`src/rtl/change_dispenser.sv`:
```
// change_dispenser: pays a change amount out one coin at a time (50/10/5/1),
// greedy by value with per-denomination inventory and shortfall reporting.
module change_dispenser #(
    parameter logic [7:0] INIT_CNT_50 = 8'd20,
    parameter logic [7:0] INIT_CNT_10 = 8'd20,
    parameter logic [7:0] INIT_CNT_5  = 8'd20,
    parameter logic [7:0] INIT_CNT_1  = 8'd20
) (
    input  logic       clk,
    input  logic       reset,
    input  logic [7:0] exchange,
    input  logic       coin_ready,
    input  logic       restock_en,
    input  logic [1:0] restock_sel,
    input  logic [7:0] restock_cnt,
    output logic       coin_valid,
    output logic [7:0] coin_out,
    output logic       busy,
    output logic       done,
    output logic [8:0] remaining,
    output logic [8:0] shortfall,
    output logic [7:0] cnt_50,
    output logic [7:0] cnt_10,
    output logic [7:0] cnt_5,
    output logic [7:0] cnt_1
);

    typedef enum logic [1:0] {
        IDLE,
        SELECT,
        DISPENSE,
        DONE
    } state_t;

    state_t          state_q, state_d;
    logic [8:0]      rem_q, rem_d;
    logic [8:0]      short_q, short_d;
    logic            valid_q, valid_d;
    logic [7:0]      coin_q, coin_d;
    logic [1:0]      idx_q, idx_d;
    logic [3:0][7:0] cnt_q, cnt_d;

    logic       pick_ok;
    logic [1:0] pick_idx;
    logic [7:0] pick_val;
    logic [8:0] ex9;
    logic [8:0] rs_sum;

    assign ex9    = {1'b0, exchange};
    assign rs_sum = {1'b0, cnt_q[restock_sel]} + {1'b0, restock_cnt};

    // Index 0..3 = 50/10/5/1, same order as restock_sel.
    always_comb begin
        pick_ok  = 1'b1;
        pick_idx = 2'd0;
        pick_val = 8'd0;
        if (rem_q >= 9'd50 && cnt_q[0] != 8'd0) begin
            pick_idx = 2'd0;
            pick_val = 8'd50;
        end else if (rem_q >= 9'd10 && cnt_q[1] != 8'd0) begin
            pick_idx = 2'd1;
            pick_val = 8'd10;
        end else if (rem_q >= 9'd5 && cnt_q[2] != 8'd0) begin
            pick_idx = 2'd2;
            pick_val = 8'd5;
        end else if (rem_q >= 9'd1 && cnt_q[3] != 8'd0) begin
            pick_idx = 2'd3;
            pick_val = 8'd1;
        end else begin
            pick_ok = 1'b0;
        end
    end

    always_comb begin
        state_d = state_q;
        rem_d   = rem_q + ex9;
        short_d = short_q;
        valid_d = valid_q;
        coin_d  = coin_q;
        idx_d   = idx_q;
        cnt_d   = cnt_q;
        case (state_q)
            IDLE: begin
                // A request that landed during DONE is already in rem_q.
                if (rem_d != 9'd0) state_d = SELECT;
                if (exchange == 8'd0 && restock_en)
                    cnt_d[restock_sel] = rs_sum[8] ? 8'hFF : rs_sum[7:0];
            end
            SELECT: begin
                if (rem_q == 9'd0) begin
                    short_d = 9'd0;
                    state_d = DONE;
                end else if (pick_ok) begin
                    valid_d = 1'b1;
                    coin_d  = pick_val;
                    idx_d   = pick_idx;
                    state_d = DISPENSE;
                end else begin
                    short_d = rem_q;
                    rem_d   = ex9;
                    state_d = DONE;
                end
            end
            DISPENSE: begin
                if (coin_ready) begin
                    rem_d        = rem_q - {1'b0, coin_q} + ex9;
                    cnt_d[idx_q] = cnt_q[idx_q] - 8'd1;
                    valid_d      = 1'b0;
                    coin_d       = 8'd0;
                    state_d      = SELECT;
                end
            end
            DONE: state_d = IDLE;
            default: state_d = IDLE;
        endcase
    end

    always_ff @(posedge clk) begin
        if (reset) begin
            state_q  <= IDLE;
            rem_q    <= 9'd0;
            short_q  <= 9'd0;
            valid_q  <= 1'b0;
            coin_q   <= 8'd0;
            idx_q    <= 2'd0;
            cnt_q[0] <= INIT_CNT_50;
            cnt_q[1] <= INIT_CNT_10;
            cnt_q[2] <= INIT_CNT_5;
            cnt_q[3] <= INIT_CNT_1;
        end else begin
            state_q <= state_d;
            rem_q   <= rem_d;
            short_q <= short_d;
            valid_q <= valid_d;
            coin_q  <= coin_d;
            idx_q   <= idx_d;
            cnt_q   <= cnt_d;
        end
    end

    assign coin_valid = valid_q;
    assign coin_out   = coin_q;
    assign busy       = (state_q != IDLE);
    assign done       = (state_q == DONE);
    assign remaining  = rem_q;
    assign shortfall  = short_q;
    assign cnt_50     = cnt_q[0];
    assign cnt_10     = cnt_q[1];
    assign cnt_5      = cnt_q[2];
    assign cnt_1      = cnt_q[3];

endmodule

```
`config.mk`:
```
export PLATFORM = sky130hd
export DESIGN_NAME = change_dispenser
export DESIGN_NICKNAME = d
export VERILOG_FILES = /design/src/rtl/change_dispenser.sv
export SDC_FILE = /design/constraint.sdc
export NUM_CORES = 1
export LEC_CHECK = 0
export ABC_AREA = 1
export BUFFER_PORTS_ARGS = -buffer_cell sky130_fd_sc_hd__buf_2
export CAP_MARGIN = 15
export CELL_PAD_IN_SITES_DETAIL_PLACEMENT = 1
export CELL_PAD_IN_SITES_GLOBAL_PLACEMENT = 1
export CORE_ASPECT_RATIO = 0.7
export CORE_MARGIN = 1.5
export CORE_UTILIZATION = 25
export CTS_BUF_LIST = sky130_fd_sc_hd__clkbuf_16
export DETAILED_ROUTE_END_ITERATION = 16
export GPL_TIMING_DRIVEN = 0
export MAX_ROUTING_LAYER = met4
export PLACE_DENSITY_LB_ADDON = 0.3
export SYNTH_ARGS = -nofsm -noshare
export SYNTH_HDL_FRONTEND = slang
export SYNTH_SLANG_ARGS = --single-unit
```
`constraint.sdc`:
```
create_clock -name clk -period 3.5 [get_ports clk]
set_clock_uncertainty 0.1 [all_clocks]
set_input_delay 0.7 -clock clk [delete_from_list [all_inputs] [get_ports clk]]
set_output_delay 0.7 -clock clk [all_outputs]
set_load 0.05 [all_outputs]
```
---- Yosys cells after proc, flatten, opt, wreduce, memory -nomap -nowiden ----
Cells that the tools add are included.
Widths: inputs -> output; s select.
word-level totals
  logic and storage cells ................. 101
  bits in registers ....................... 63
  input bits .............................. 22
operators by class
  $lt $le $gt $ge ......................... 8
  add/subtract/negate cells ............... 5
  reductions and logical operators ........ 23
  muxes and demuxes ....................... 45
  eq/ne operators ......................... 9
  bitwise gates (word level) .............. 1
operators with widths
  operator            number
  $bwmux 32           2
  $mux 32             2
  $mux 8              8
  $pmux 32 s2         1
  $mux 9              5
  $bmux 8 s2          2
  $demux 8 s2         2
  $reduce_bool 8->1   4
  $add 9x8->9         2
  $pmux 9 s2          1
  $pmux 8 s2          1
  $mux 2              6
  $mux 1              10
  $ne 2x2->1 const B  5
  $add 8x8->9         1
  $ge 9x1->1 const B  1
  $ge 9x3->1 const B  1
  $ge 9x4->1 const B  1
  $ge 9x6->1 const B  1
  $logic_not 9->1     1
  $reduce_bool 9->1   1
  $sub 9x8->9         1
  $logic_not 8->1     1
  $pmux 2 s4          1
  other kinds (17)    30

---- Logic depth before layout (Yosys ltp) ----
  word-level depth ........................ 9
  mapped depth ............................ 15

---- Least setup slack after synthesis ----
OpenSTA, ideal clock, no wires.
  path kind ............................... in2reg
  start ................................... input restock_sel[1]
  end ..................................... register cnt_q (netlist bit cnt_50[2])
  buffers on the path ..................... 1
  stages .................................. 14
  arrival time ............................ 2.854 ns
  path slack .............................. 0.410 ns
  library setup time ...................... 0.136 ns
  data required time ...................... 3.264 ns
  cells stage by stage .................... buf_2 nor2_2 a22oi_1 o211ai_1 ha_1 fa_1 nand3_1 nand2_1 a21oi_1 o21ai_0 nand2_1 o21ai_0 nand2_1 o211ai_1
between the ends
  word-level cells in the longest chain between the ends .. 7
ends and longest elaborated chain
  element                                                            line    source
  start: declaration                                                 14      input logic [1:0] restock_sel,
  $bmux 8 s2, or another cell as far along                           50      assign rs_sum = {1'b0, cnt_q[restock_sel]} + {1'b0, restock_cnt};
  $mux 8 (not written as such) or $logic_and 1x1->1 (tied branches)  50, 87
  $add 8x8->9 or $mux 8 (tied branches)                              50, 87
  $mux 8 or $demux 8 s2 (tied branches)                              87      cnt_d[restock_sel] = rs_sum[8] ? 8'hFF : rs_sum[7:0];
  $bwmux 32 (*)                                                      87
  $mux 32 (*)                                                        86      if (exchange == 8'd0 && restock_en)
  $pmux 32 s2 (*)                                                    82      case (state_q)
  end signal: assignment                                             137     cnt_q <= cnt_d;
  end: declaration                                                   41      logic [3:0][7:0] cnt_q, cnt_d;
Every way passes the cells marked *; elsewhere a longest branch is shown, timed or not. The select of a mux whose other input is x is not followed.
A chain may end at the register's enable or synchronous reset.

---- Worst setup path in the final report ----
  start ................................... input restock_sel[0]
  end ..................................... register cnt_q (netlist bit cnt_5[2])
Same word-level chain as after synthesis.

==> flow_metrics.env <==
export IMPL_final_cells=1201
export IMPL_synthesis_area_mm2=0.005114
export IMPL_crit_arrival_ns=3.31
export IMPL_worstHoldStart="shortfall[5]"
export IMPL_core_area_mm2=0.01991
export IMPL_holdPathStages=2
export IMPL_power_density_mw_per_mm2=691.3
export IMPL_slew_viol_final=0
export IMPL_combinationalPowerShare=0.576
export IMPL_grt_max_degree=11
export IMPL_antenna_found_initial=0
export IMPL_wirelength_um=21280
export IMPL_cts_tree="yes"
export IMPL_chipWidth_um=173.9
export IMPL_dp_hpwl_um=17400
export IMPL_nets=988
export IMPL_relSlewSlack=0.5224
export IMPL_path_class="in2reg"
export IMPL_sw_frac_of_total=0.5255
export IMPL_clkLatencyLatePin_ns=0.35
export IMPL_yosys_area_top_type="dfxtp_1"
export IMPL_max_cap_viol_count=0
export IMPL_grt_pass1_vias=5591
export IMPL_yosysMostFrequentCell="nand2_1"
export IMPL_die_area_mm2=0.02134
export IMPL_die_h_um=122.7
export IMPL_hold_path_class="reg2reg"
export IMPL_drt_antenna_violating_nets=0
export IMPL_dp_cells=1185
export IMPL_grtUsageTotal=0.2111
export IMPL_fin_crit_ns=3.204
export IMPL_yosys_top_cells_area="dfxtp_1, nand2_1, inv_1, ha_1, nand3_1"
export IMPL_max_freq_ghz=0.3121
export IMPL_worst_slew_pin_slew_ns=0.7138
export IMPL_stdcell_area_mm2=0.006156
export IMPL_area_growth_pct=20.38
export IMPL_drive_gt1_frac=0.1375
export IMPL_synth_edf_count=0
export IMPL_yosys_most_used_dff="dfxtp_1"
export IMPL_clock_path_buffers=2
export IMPL_placed_area_mm2=0.005851
export IMPL_clockRootBuffer="clkbuf_16"
export IMPL_ys_async_sr_fraction=0
export IMPL_wl_per_cell_um=17.72
export IMPL_drt_pass1_iter_count=5
export IMPL_initial_utilization=0.2569
export IMPL_core_rowCount=43
export IMPL_numCtsBuffers=9
export IMPL_p_leak_nw=3.141
export IMPL_ys_types=38
export IMPL_rsz0062_at_grt="false"
export IMPL_setup_viol=0
export IMPL_power_share_clock=0.212
export IMPL_ir_drop_uv=251.9
export IMPL_whs_ns=0.3742
export IMPL_path_clk_slew_ns=0.06
export IMPL_worstPathRequired_ns=3.60
export IMPL_fin_crit_sh=0.9156
export IMPL_cts_sinks=60
export IMPL_power_mw=4.255
export IMPL_cts_max_level=3
export IMPL_power_switching_mw=2.236
export IMPL_io_pins=83
export IMPL_cp_startpoint="restock_sel[0]"
export IMPL_p_int_mw=2.019
export IMPL_synthTopCellsByCount="nand2_1, inv_1, nand3_1"
export IMPL_synth_top_area_share=0.2349
export IMPL_vias=5800
export IMPL_cts_hold_buf=0
export IMPL_pwr_share_seq=0.212
export IMPL_crit_path_start_kind="input pin"
export IMPL_post_place_ws_ns=-0.5341
export IMPL_syn_mean_instance_area_um2=6.124
export IMPL_grt_overflow_total=0
export IMPL_status="completed"
export IMPL_r2r_setup_slack_ns=0.66
export IMPL_r2r_start="cnt_50[0]"
export IMPL_io_buffers=79
export IMPL_cts_setup_buffers=0
export IMPL_hold_viol_final=0
export IMPL_place_gp_congestion=0.9067
export IMPL_via_per_inst=4.829
export IMPL_yosysSeqAreaShare=0.2349
export IMPL_diodes=0
export IMPL_synth_warnings=0
export IMPL_worst_slack_ns=0.2955
export IMPL_end_kind="flop"
export IMPL_drt_initial_drc_count=459
export IMPL_ys_seq_elements=60
export IMPL_grt_pass1_wl_um=32950
export IMPL_r2r_cells=12
export IMPL_postSynthCellCount=835
export IMPL_critPathMaxFanout=8
export IMPL_drc=0
registers in the layout, summed over array words and instances, names as in the netlist:
register and cells:
remaining 9, shortfall 9, cnt_10 8, cnt_1 8
cnt_50 8, cnt_5 8, coin_out 5, idx_q 2
state_q 2, coin_valid 1
power groups by stage:
stage,registers (mW),clock network (mW),logic (mW)
floorplan,1.13,0,1.50
global placement,0.920,0,2.36
detailed placement,0.920,0,2.40
CTS,0.905,0.917,2.41
global route,0.920,0.947,2.74
finish,0.902,0.902,2.45
cell usage in the layout (no fill, tap or decap), types with 9 or more instances in the layout:
cell / instances
buf_2: 82
clkbuf_16: 9
ha_1: 32
nand2_1: 220
dfxtp_1: 60
inv_1: 139
nand3_1: 79
a21oi_1: 73
o21ai_0: 42
nor2_1: 70
nand4_1: 11
final timing paths:
kind,to
setup / recovery,cnt_5[2]
hold / removal,shortfall[5]
setup reg to reg,cnt_5[2]
hold reg to reg,shortfall[5]
cell type report:
cell class / instances / area [µm²]
multi-input cells: 614 / 3306
repair buffers: 79 / 395.4
plain buffers: 15 / 78.83
clock inverters: 7 / 58.81
flip-flops and latches: 60 / 1201
well taps: 270 / 337.8
fillers: 2650 / 13750
clock buffers: 9 / 225.2
inverters: 147 / 553.0
metal layers:
layer	wire, µm	part of all wire	GRT usage
met5	0	0	-
met1	11920	0.56	0.3259
met3	1194	0.056	0.03686
met4	157	0.0074	0.04149
met2	8008	0.38	0.2780
cells by family (layout without fill, tap and decap cells):
kind of cell	Yosys count	in the layout	synth area share
other	1	2	0.0007333
XOR/XNOR	7	7	0.01199
flip-flops	60	60	0.2349
adder cells (fa/ha/maj)	40	40	0.1096
buffers and inverters	162	257	0.1236
AND/OR/NAND/NOR	402	402	0.3337
AO/OA/AOI/OAI	163	163	0.1855
metrics by stage:
stage | TNS [ns] | utilization
after floorplan | 0 | -
after global placement | -11.86 | 0.2939
after detailed placement | -12.05 | 0.2939
after CTS | 0 | 0.3084
after global routing | 0 | 0.3092
final | 0 | 0.3092
worst max-delay path, cell delays in order:
cell,delay [ns]
buf_2,0.15
inv_1,0.10
nand2_1,0.34
o211ai_1,0.16
ha_1,0.26
fa_1,0.43
nand3_1,0.10
nand2_1,0.14
a21oi_4,0.29
o21ai_0,0.27
nand2_1,0.12
o21ai_0,0.09
nand2_1,0.07
o211ai_1,0.08
what timing repair did:
item / CTS / global route
gates cloned: 0 / 0
resized for setup: 1 / 3
endpoints found under the setup margin: 20 / 14
Note: power is estimated with default switching activity, not from simulation.
